**config.mk**
```make
export PLATFORM = sky130hd
export DESIGN_NAME = hazard_tag_pipe
export DESIGN_NICKNAME = d
export VERILOG_FILES = /design/src/rtl/hazard_tag_pipe.sv
export SDC_FILE = /design/constraint.sdc
export NUM_CORES = 1
export LEC_CHECK = 0
export BUFFER_PORTS_ARGS = -buffer_cell sky130_fd_sc_hd__buf_2
export CAP_MARGIN = 10
export CORE_MARGIN = 8
export CORE_UTILIZATION = 39
export DETAILED_ROUTE_END_ITERATION = 10
export HOLD_SLACK_MARGIN = 0.1
export PLACE_DENSITY = 0.76
export SLEW_MARGIN = 20
export SYNTH_ARGS = -nofsm -noshare
export SYNTH_HDL_FRONTEND = slang
export SYNTH_SLANG_ARGS = --single-unit
```
**constraint.sdc**
```tcl
create_clock -name clk -period 1.7 [get_ports clk]
set_input_delay 0.255 -clock clk [delete_from_list [all_inputs] [get_ports clk]]
set_output_delay 0.255 -clock clk [all_outputs]
set_load 0.05 [all_outputs]
```
**src/rtl/hazard_tag_pipe.sv**
```systemverilog
// -----------------------------------------------------------------------------
// hazard_tag_pipe
//
// Purpose:
//   Producer/consumer side of the data hazard detection unit. This block:
//   - Carries destination-register tags (RD, RF_LE, L) through the EX, MEM and
//     WB stages, and publishes them for the hazard unit to compare against.
//   - Takes the forwarding selects (A_S, B_S) from the hazard unit, muxes the
//     chosen operands and registers them into ID/EX.
//   - Inserts an EX bubble on a stall (NOP) or a squash (FLUSH).
//   - Drives the IF/ID load/clear controls.
//   - Keeps a saturating count of stall cycles.
//
// Ports:
//   clk                         pipeline clock, rising-edge active
//   rst_n                       synchronous active-low reset
//   ID_RD / ID_RF_LE / ID_L     destination tag, write enable and load flag of
//                               the instruction in ID
//   RA_VAL / RB_VAL             register-file read data
//   A_S / B_S                   forwarding selects
//                               (00 reg, 01 EX, 10 MEM, 11 WB)
//   NOP / LE                    stall request and ID load enable
//   FLUSH                       branch-taken squash of the ID instruction
//   EX_RESULT / MEM_RESULT /
//   WB_RESULT                   forwarding sources
//   EX_RD, MEM_RD, WB_RD        per-stage destination tags (registered)
//   EX_RF_LE, MEM_RF_LE,
//   WB_RF_LE                    per-stage write enables (registered)
//   EX_L                        EX-stage instruction is a load (registered)
//   EX_OPA / EX_OPB             registered EX operands
//   IFID_LE / IFID_CLR          IF/ID register controls (combinational)
//   STALL_CNT                   saturating stall-cycle counter (registered)
// -----------------------------------------------------------------------------
module hazard_tag_pipe #(
  parameter int DATA_W = 32,
  parameter int REG_W  = 5,
  parameter int CNT_W  = 16
) (
  input  logic              clk,
  input  logic              rst_n,

  // ID-stage instruction fields
  input  logic [REG_W-1:0]  ID_RD,
  input  logic              ID_RF_LE,
  input  logic              ID_L,
  input  logic [DATA_W-1:0] RA_VAL,
  input  logic [DATA_W-1:0] RB_VAL,

  // Hazard unit controls
  input  logic [1:0]        A_S,
  input  logic [1:0]        B_S,
  input  logic              NOP,
  input  logic              LE,
  input  logic              FLUSH,

  // Forwarding sources
  input  logic [DATA_W-1:0] EX_RESULT,
  input  logic [DATA_W-1:0] MEM_RESULT,
  input  logic [DATA_W-1:0] WB_RESULT,

  // Stage tags
  output logic [REG_W-1:0]  EX_RD,
  output logic [REG_W-1:0]  MEM_RD,
  output logic [REG_W-1:0]  WB_RD,
  output logic              EX_RF_LE,
  output logic              MEM_RF_LE,
  output logic              WB_RF_LE,
  output logic              EX_L,

  // EX operands
  output logic [DATA_W-1:0] EX_OPA,
  output logic [DATA_W-1:0] EX_OPB,

  // IF/ID control and statistics
  output logic              IFID_LE,
  output logic              IFID_CLR,
  output logic [CNT_W-1:0]  STALL_CNT
);

  localparam logic [REG_W-1:0]  REG_ZERO  = {REG_W{1'b0}};
  localparam logic [DATA_W-1:0] DATA_ZERO = {DATA_W{1'b0}};
  localparam logic [CNT_W-1:0]  CNT_ZERO  = {CNT_W{1'b0}};
  localparam logic [CNT_W-1:0]  CNT_MAX   = {CNT_W{1'b1}};

  // ---------------------------------------------------------------------------
  // Forwarding mux. Shared by both operand paths so A and B decode identically.
  // ---------------------------------------------------------------------------
  function automatic logic [DATA_W-1:0] fwd_mux(
    input logic [1:0]        sel,
    input logic [DATA_W-1:0] reg_val,
    input logic [DATA_W-1:0] ex_val,
    input logic [DATA_W-1:0] mem_val,
    input logic [DATA_W-1:0] wb_val
  );
    logic [DATA_W-1:0] res;
    case (sel)
      2'b00:   res = reg_val;
      2'b01:   res = ex_val;
      2'b10:   res = mem_val;
      2'b11:   res = wb_val;
      default: res = reg_val;
    endcase
    return res;
  endfunction

  // ---------------------------------------------------------------------------
  // State
  // ---------------------------------------------------------------------------
  logic [REG_W-1:0]  ex_rd_q,     ex_rd_d;
  logic              ex_rf_le_q,  ex_rf_le_d;
  logic              ex_l_q,      ex_l_d;
  logic [DATA_W-1:0] ex_opa_q,    ex_opa_d;
  logic [DATA_W-1:0] ex_opb_q,    ex_opb_d;
  logic [REG_W-1:0]  mem_rd_q,    mem_rd_d;
  logic              mem_rf_le_q, mem_rf_le_d;
  logic [REG_W-1:0]  wb_rd_q,     wb_rd_d;
  logic              wb_rf_le_q,  wb_rf_le_d;
  logic [CNT_W-1:0]  stall_cnt_q, stall_cnt_d;

  // ---------------------------------------------------------------------------
  // Combinational helpers
  // ---------------------------------------------------------------------------
  logic              bubble_s;    // EX receives a bubble this edge
  logic              stall_inc_s; // a genuine stall cycle (flush wins over NOP)
  logic [DATA_W-1:0] opa_fwd_s;
  logic [DATA_W-1:0] opb_fwd_s;

  // Bubble/stall qualification and operand selection.
  always_comb begin
    bubble_s    = FLUSH | NOP;
    stall_inc_s = NOP & ~FLUSH;
    opa_fwd_s   = fwd_mux(A_S, RA_VAL, EX_RESULT, MEM_RESULT, WB_RESULT);
    opb_fwd_s   = fwd_mux(B_S, RB_VAL, EX_RESULT, MEM_RESULT, WB_RESULT);
  end

  // EX stage next state: bubble on flush/stall, otherwise the ID instruction.
  always_comb begin
    ex_rd_d    = REG_ZERO;
    ex_rf_le_d = 1'b0;
    ex_l_d     = 1'b0;
    ex_opa_d   = DATA_ZERO;
    ex_opb_d   = DATA_ZERO;
    if (bubble_s) begin
      ex_rd_d    = REG_ZERO;
      ex_rf_le_d = 1'b0;
      ex_l_d     = 1'b0;
      ex_opa_d   = DATA_ZERO;
      ex_opb_d   = DATA_ZERO;
    end else begin
      ex_rd_d    = ID_RD;
      // Writes to GR0 are discarded here, so GR0 can never match a forward.
      ex_rf_le_d = ID_RF_LE & (ID_RD != REG_ZERO);
      ex_l_d     = ID_L;
      ex_opa_d   = opa_fwd_s;
      ex_opb_d   = opb_fwd_s;
    end
  end

  // MEM and WB stages never stall: they shift unconditionally.
  always_comb begin
    mem_rd_d    = ex_rd_q;
    mem_rf_le_d = ex_rf_le_q;
    wb_rd_d     = mem_rd_q;
    wb_rf_le_d  = mem_rf_le_q;
  end

  // Stall counter next state, saturating at all-ones.
  always_comb begin
    stall_cnt_d = stall_cnt_q;
    if (stall_inc_s && (stall_cnt_q != CNT_MAX)) begin
      stall_cnt_d = stall_cnt_q + CNT_W'(1);
    end else begin
      stall_cnt_d = stall_cnt_q;
    end
  end

  // Pipeline tag, operand and counter registers with synchronous reset.
  always_ff @(posedge clk) begin
    if (!rst_n) begin
      ex_rd_q     <= REG_ZERO;
      ex_rf_le_q  <= 1'b0;
      ex_l_q      <= 1'b0;
      ex_opa_q    <= DATA_ZERO;
      ex_opb_q    <= DATA_ZERO;
      mem_rd_q    <= REG_ZERO;
      mem_rf_le_q <= 1'b0;
      wb_rd_q     <= REG_ZERO;
      wb_rf_le_q  <= 1'b0;
      stall_cnt_q <= CNT_ZERO;
    end else begin
      ex_rd_q     <= ex_rd_d;
      ex_rf_le_q  <= ex_rf_le_d;
      ex_l_q      <= ex_l_d;
      ex_opa_q    <= ex_opa_d;
      ex_opb_q    <= ex_opb_d;
      mem_rd_q    <= mem_rd_d;
      mem_rf_le_q <= mem_rf_le_d;
      wb_rd_q     <= wb_rd_d;
      wb_rf_le_q  <= wb_rf_le_d;
      stall_cnt_q <= stall_cnt_d;
    end
  end

  // ---------------------------------------------------------------------------
  // Outputs. IF/ID controls are the only combinational outputs; a flush forces
  // a load so the squashed instruction is cleared rather than held.
  // ---------------------------------------------------------------------------
  assign IFID_LE   = LE | FLUSH;
  assign IFID_CLR  = FLUSH;

  assign EX_RD     = ex_rd_q;
  assign MEM_RD    = mem_rd_q;
  assign WB_RD     = wb_rd_q;
  assign EX_RF_LE  = ex_rf_le_q;
  assign MEM_RF_LE = mem_rf_le_q;
  assign WB_RF_LE  = wb_rf_le_q;
  assign EX_L      = ex_l_q;
  assign EX_OPA    = ex_opa_q;
  assign EX_OPB    = ex_opb_q;
  assign STALL_CNT = stall_cnt_q;

endmodule
```
# Yosys cells after proc, flatten, opt, wreduce, memory -nomap -nowiden
# Index checks and enable logic that the tools add are counted.
[classes]
reduce_logical = 5
eq_ne = 7
n_bitwise = 6
n_addsub = 1
mux = 2
[ops]
columns = ["operator", "n"]
rows = [
  ["one-hot mux 32 bit (4 select lines)", 2],
  ["adder 16 x 1 -> 16 bit (second input constant)", 1],
  ["inequality test 16 bit (second input constant)", 1],
  ["equality test 2 bit (second input constant)", 4],
  ["nonzero test 5 bit", 1],
  ["equality test 2 x 1 -> 1 bit (second input constant)", 2],
  ["logical NOT 2 bit", 2],
  ["bitwise AND 1 bit", 2],
  ["NOT 1 bit", 2],
  ["bitwise OR 1 bit", 2],
  ["OR reduction 2 bit", 1],
  ["logical AND 1 bit", 1],
]
[word_totals]
out_inout_bits = 101
word_cells = 31
input_bits = 176
ff_bits = 99

# Longest topological paths before layout
# Gate-level depths: netlist of run 1.
[logic_depth]
word_depth = 3
ltp_mapped = 6
mapped_depth_nobuf = 5

# Least setup slack after synthesis of run 1
# No wires, ideal clock.
[synth_path]
path_kind = "reg-to-reg"
from = "register stall_cnt_q[0] (netlist: STALL_CNT[0])"
to = "register stall_cnt_q[8] (netlist: STALL_CNT[8])"
setup_slack_ns = -0.480
path_buffers = 1
stages_incl_launch_ff = 7
setup_ns = 0.073
required_ns = 1.627
arrival_time_ns = 2.108
path_cell_list = "dfxtp_1 ha_1 nand4_2 or2_0 clkbuf_1 or4_1 a21oi_1"
[synth_via]
elab_chain_len = 2
word_cells_on_any_way = 3
cone_classes = "add/sub: 1; eq/ne: 1; reduce/logical: 1"
[synth_rtl]
columns = ["item", "line_no", "source"]
rows = [
  ["start: declaration", "118", "logic [CNT_W-1:0] stall_cnt_q, stall_cnt_d;"],
  ["start signal: assignment", "200", "stall_cnt_q <= stall_cnt_d;"],
  ["parallel branches: the longest is 2 deep, another holds adder 16 x 1 -> 16 bit", "-", ""],
]
# Several ways; the timed one is not identified.
# A chain may end at the register's enable or synchronous reset.

# Worst setup path in the final report of run 1
[layout_path]
from = "register stall_cnt_q[6] (netlist: STALL_CNT[6])"
to = "register stall_cnt_q[14] (netlist: STALL_CNT[14])"
# The elaborated chain is that of the path after synthesis.

==> impl_metrics.yaml, run 1 <==
clock_network:
  path_clk_slew_ns: 0.06
  cts_tree: "done"
  root_buffer: "clkbuf_16"
  ctsLongestPathBuffers: 2
  clock_latency_ns: 0.35
  clock_sinks: 99
  htree_levels: 3
  cts_buffers: 9
detailed_routing:
  vias_per_cell: 5.285
  vias: 4170
  ant_nets: 0
  drc: 0
  firstDrtPassIters: 4
  drt_iter0_markers: 260
  finalWirelength_mm: 16.42
  wl_per_cell_um: 20.81
floorplanning:
  io_pins: 277
  start_util: 0.4011
  core-area_sq_mm: 0.01142
  die_w_um: 124.4
  die_h_um: 124.4
  rows: 39
  dieArea_sq_mm: 0.01547
timing:
  finalWorstSetupSlack_ns: 0.04698
  finalCritPeriodShare: 0.9724
  worst_pin_slew_ns: 0.5752
  finalHoldViolCount: 0
  fin_crit_ns: 1.653
  drv_slew: 0
  slew_headroom: 0.6136
  finalClockSkew_ns: 0.007594
  clock.fmax_ghz: 0.6050
  setup_violations: 0
  whs_ns: 0.1115
  rsz0062_at_grt: "yes"
worst_setup_path:
  end_kind: "flip-flop"
  cp_max_fo: 7
  crit_type: "flip-flop to flip-flop"
  critPathTopFamily: "simple AND/OR/NAND/NOR gates"
  path_cells: "nand3_1, nor3_1, nor4_1, mux2i_1"
  critPathRequiredTime_ns: 1.92
  cpMaxStageDelayCell: "nor3_1"
  arrival_ns: 1.87
  worst_setup_path_start_kind: "flip-flop"
  slowest_delay_ns: 0.57
  cp_num_buf_inv: 0
synthesis:
  ys_warn_count: 0
  ys_ff_latch: 99
  synth_area_sq_mm: 0.004579
  ys_seq_area_frac: 0.4328
  syn-num-nets: 531
  syn_inst: 354
  syn_area_per_cell_sq_um: 12.94
  yosysUniqueCellTypes: 38
global_route:
  grtUsageTotal: 0.2086
  grt_pass1_vias: 4817
  grt_pass1_wl_mm: 25.52
  grt_max_degree: 72
  grt_overflow_total: 0
  antenna_found_initial: 4
cells_and_area:
  multi_input_area_sq_mm: 0.002516
  area_growth_pct: 46.23
  fin_nets: 814
  mostFrequentLayoutCells: "276 x buf_2, 83 x dfxtp_1, 82 x and2_1"
  layout_commonest_cell: "buf_2"
  nFillCells: 969
  regArea_sq_mm: 0.002017
  drive_gt1_frac: 0.6246
  fin_util: 0.5865
power:
  power.share.clock: 0.402
  p_leak_nw: 3.139
  swShare: 0.2465
  internal_power_mw: 4.306
  share_comb_of_total_power: 0.179
  peakVddDrop_mv: 0.6828
  power_mw: 5.714
  pwr-share-seq: 0.419
  power_switching_mw: 1.409
  p_per_area_mw_per_mm2: 853.3
job:
  cap_violations: 0
status:
  status: "complete, no violations"
placement:
  portBuffers: 276
  gp_congestion: 0.8609
  place_ws_ns: 0.006913
  dpl.hpwl_mm: 13.35
worst_hold_path:
  hp-class: "input port to flip-flop"
[cell families after synthesis]
family	count (synthesis)	share of synthesized area
AND/OR/NAND/NOR	135	0.1811
flip-flops	99	0.4328
multiplexers	71	0.3301
buffers and inverters	31	0.02814
AO/OA/AOI/OAI	17	0.02514
adder cells (fa/ha/maj)	1	0.002732
[sequential cells by signal, summed over array words and instances (netlist names)]
| signal | cells |
|---|---|
| WB_RD | 5 |
| MEM_RF_LE | 1 |
| EX_RD | 5 |
| EX_L | 1 |
| EX_RF_LE | 1 |
| STALL_CNT | 16 |
| EX_OPA | 32 |
| WB_RF_LE | 1 |
| MEM_RD | 5 |
| EX_OPB | 32 |
[per-layer routing]
| metal | GRT usage | vias to the layer above | routed length [um] |
|---|---|---|---|
| li1 | - | 1894 | - |
| met1 | 0.2030 | 2032 | 5619 |
| met2 | 0.3684 | 208 | 8534 |
| met3 | 0.1009 | 34 | 1804 |
| met4 | 0.08859 | 2 | 452 |
| met5 | 0 | - | 8 |
[cell type report]
cell class	instances	share of cell area
diodes	4	0.001495
multi-input cells	224	0.3757
inverters	5	0.002803
well taps	143	0.02672
clock buffers	11	0.03475
clock inverters	5	0.01513
flip-flops and latches	99	0.3012
repair buffers	298	0.2422
[timing repair]
item	CTS	global route
gates resized for setup	1	3
hold buffers	0	0
pin swaps	0	1
buffers inserted	0	2
endpoints found under the setup margin	2	6
[stage by stage]
step | setup TNS (ns) | instances | area [sq um]
after CTS | 0 | 783 | 6658
after global placement | 0 | 767 | 6324
after global routing | -0.1605 | 788 | 6694
final | 0 | 789 | 6696
after detailed placement | 0 | 767 | 6324
after floorplan | -0.06865 | 354 | 4643
[worst register-to-register path, stage by stage, from the launching register on]
cell and delay (ns):
dfxtp_2 0.39, nand3_1 0.27, nor3_1 0.57, nor4_1 0.14, mux2i_1 0.14
[synth_stat cells, drive strengths merged]
cell type,number,area share
dfxtp,99,0.43
and2,82,0.11
mux4,64,0.31
clkbuf,19,0.016
nand2,12,0.0098
buf,7,0.0082
mux2i,7,0.015
nand2b,7,0.0096
a21oi,6,0.0066
nor4,6,0.0096
nand4,5,0.0082
o31ai,5,0.0082
inv,4,0.0033
nor2,4,0.0033
nor3,4,0.0055
or3,4,0.0066
or4,3,0.0049
nand3,2,0.0022
or2,2,0.0027
a211oi,1,0.0016
a311oi,1,0.0019
a41oi,1,0.0019
and3,1,0.0014
and4b,1,0.0022
clkinv,1,0.00082
ha,1,0.0027
nor2b,1,0.0014
nor4b,1,0.0019
o211ai,1,0.0016
o21ai,1,0.0011
o311a,1,0.0022
[power by group through the flow]
| stage | registers, mW | clock network, mW | logic [mW] |
|---|---|---|---|
| CTS | 2.39 | 2.36 | 1.03 |
| global placement | 2.44 | 0 | 0.995 |
| floorplan | 2.66 | 0 | 0.402 |
| detailed placement | 2.44 | 0 | 1.03 |
| finish | 2.39 | 2.30 | 1.02 |
| global route | 2.40 | 2.47 | 1.08 |
[final timing paths]
| check | slack (ns) | depth (start not counted) | endpoint | from |
|---|---|---|---|---|
| worst max-delay path | 0.05 | 4 | STALL_CNT[14] | STALL_CNT[6] |
| worst min-delay path | 0.11 | 2 | EX_L | ID_L |
| worst max register to register | 0.05 | 4 | STALL_CNT[14] | STALL_CNT[6] |
| worst min register to register | 0.46 | 1 | MEM_RD[1] | EX_RD[1] |
Note: power is estimated with default switching activity, not from simulation.
==> run 2, diff against run 1 <==
- CAP_MARGIN: 10 -> 20
- CORE_ASPECT_RATIO: default -> 1.1
==> run 2 against run 1 <==
Combinational power barely moved. Via count shrank 2.4%. Sequential power about the same. Largest cell class unchanged.
==> impl_metrics.yaml, run 2 (synthesized netlist as in run 1, its figures left out) <==
status:
  status: "complete, no violations"
cells_and_area:
  final_cell_area_sq_mm: 0.006624
  layout_commonest_cell: "buf_2"
  drive_gt1_frac: 0.6248
  fin_nets: 809
  mostFrequentLayoutCells: "276 x buf_2, 83 x dfxtp_1, 82 x and2_1"
  final_cells: 790
  area_growth_pct: 44.64
worst_setup_path:
  worst_setup_path_start_kind: "flip-flop"
  arrival_ns: 1.91
  critPathTopFamily: "simple AND/OR/NAND/NOR gates"
  critPathRequiredTime_ns: 1.97
  path_cells: "ha_4, nand4_4, or2_1, or4_1, a21oi_1"
  cp_num_buf_inv: 0
  end_kind: "flip-flop"
  cp_max_fo: 7
  cpMaxStageDelayCell: "or4_1"
  crit_type: "flip-flop to flip-flop"
  slowest_delay_ns: 0.50
detailed_routing:
  wl_per_cell_um: 20.14
  drc: 0
  vias: 4071
  drt_iter0_markers: 196
  firstDrtPassIters: 6
  finalWirelength_mm: 15.91
  vias_per_cell: 5.153
  ant_nets: 0
clock_network:
  root_buffer: "clkbuf_16"
  cts_setup_buffers: 0
  path_clk_slew_ns: 0.07
  ctsLongestPathBuffers: 2
  clock_sinks: 99
  cts_tree: "done"
  clock_latency_ns: 0.34
  htree_levels: 3
  cts_buffers: 9
placement:
  dp.cells: 771
  gp_congestion: 0.8639
  dpl.hpwl_mm: 13.08
  place_ws_ns: 0.01602
  placed_area_sq_mm: 0.006297
  portBuffers: 276
timing:
  clock.fmax_ghz: 0.6089
  drv_slew: 0
  setup_violations: 0
  finalCritPeriodShare: 0.9661
  rsz0062_at_grt: "no"
  slew_headroom: 0.6924
  fin_crit_ns: 1.642
  finalHoldViolCount: 0
  worst_pin_slew_ns: 0.4579
  finalWorstSetupSlack_ns: 0.05758
  finalClockSkew_ns: 0.003696
  whs_ns: 0.1256
global_route:
  grt_pass1_wl_mm: 23.92
  antenna_found_initial: 2
  grt_pass1_vias: 4463
  grt_max_degree: 72
  grtUsageTotal: 0.1988
  grt_overflow_total: 0
power:
  internal_power_mw: 4.040
  p_leak_nw: 3.087
  power.share.clock: 0.379
  power_mw: 5.466
  pwr-share-seq: 0.438
  p_per_area_mw_per_mm2: 825.2
  share_comb_of_total_power: 0.184
  peakVddDrop_mv: 0.4213
  swShare: 0.2609
  power_switching_mw: 1.426
floorplanning:
  die_w_um: 119.3
  die_h_um: 129.7
  dieArea_sq_mm: 0.01547
  start_util: 0.4003
  core-area_sq_mm: 0.01144
  rows: 41
  io_pins: 277
worst_hold_path:
  hp-class: "input port to flip-flop"
job:
  cap_violations: 0
-- run 2: cell count changes in the layout (fill, tap and decap cells not counted), sizes merged --
cell      delta
inv          +1
diode        -1
clkinvlp     +2
buf          -5
bufinv       -2
clkbuf       -1
-- run 2: what timing repair did --
action | CTS | global route
endpoints found under the hold margin | 0 | 0
setup endpoints to repair | 0 | 5
gates resized for setup | 0 | 4
hold buffers | 0 | 0
-- run 2: final timing paths --
path	slack (ns)	cells after the start	end	from
worst max-delay path	0.06	5	STALL_CNT[6]	STALL_CNT[1]
worst min-delay path	0.13	2	EX_L	ID_L
worst max register to register	0.06	5	STALL_CNT[6]	STALL_CNT[1]
worst min register to register	0.46	1	MEM_RD[1]	EX_RD[1]
-- run 2: layer usage --
layer	GRT usage	share of wire	wire (um)
met1	0.2177	0.36	5761
met2	0.3457	0.52	8220
met3	0.07438	0.099	1582
met4	0.07574	0.021	332
met5	0	0.00063	10
-- run 2: through the flow --
stage,setup TNS (ns),util
6_report,0,0.5790
5_1_grt,0,0.5786
4_1_cts,0,0.5768
3_5_place_dp,0,0.5505
3_3_place_gp,0,0.5505
2_1_floorplan,-0.06865,-
-- run 2: power groups by stage --
| stage | combinational (mW) | sequential (mW) | clock [mW] |
|---|---|---|---|
| after floorplan | 0.402 | 2.66 | 0 |
| after global placement | 0.981 | 2.44 | 0 |
| after detailed placement | 1.01 | 2.45 | 0 |
| after CTS | 1.01 | 2.39 | 2.11 |
| after global routing | 1.07 | 2.40 | 2.22 |
| final | 1.00 | 2.39 | 2.07 |
-- run 2: final cells by class --
cell class	count	area, sq um
Fill cell	974	4816
Clock inverter	6	62.56
Tap cell	150	187.7
Antenna cell	3	7.507
Sequential cell	99	2017
Timing Repair Buffer	293	1572
Inverter	5	18.77
Multi-Input combinational cell	224	2520
Clock buffer	10	239.0
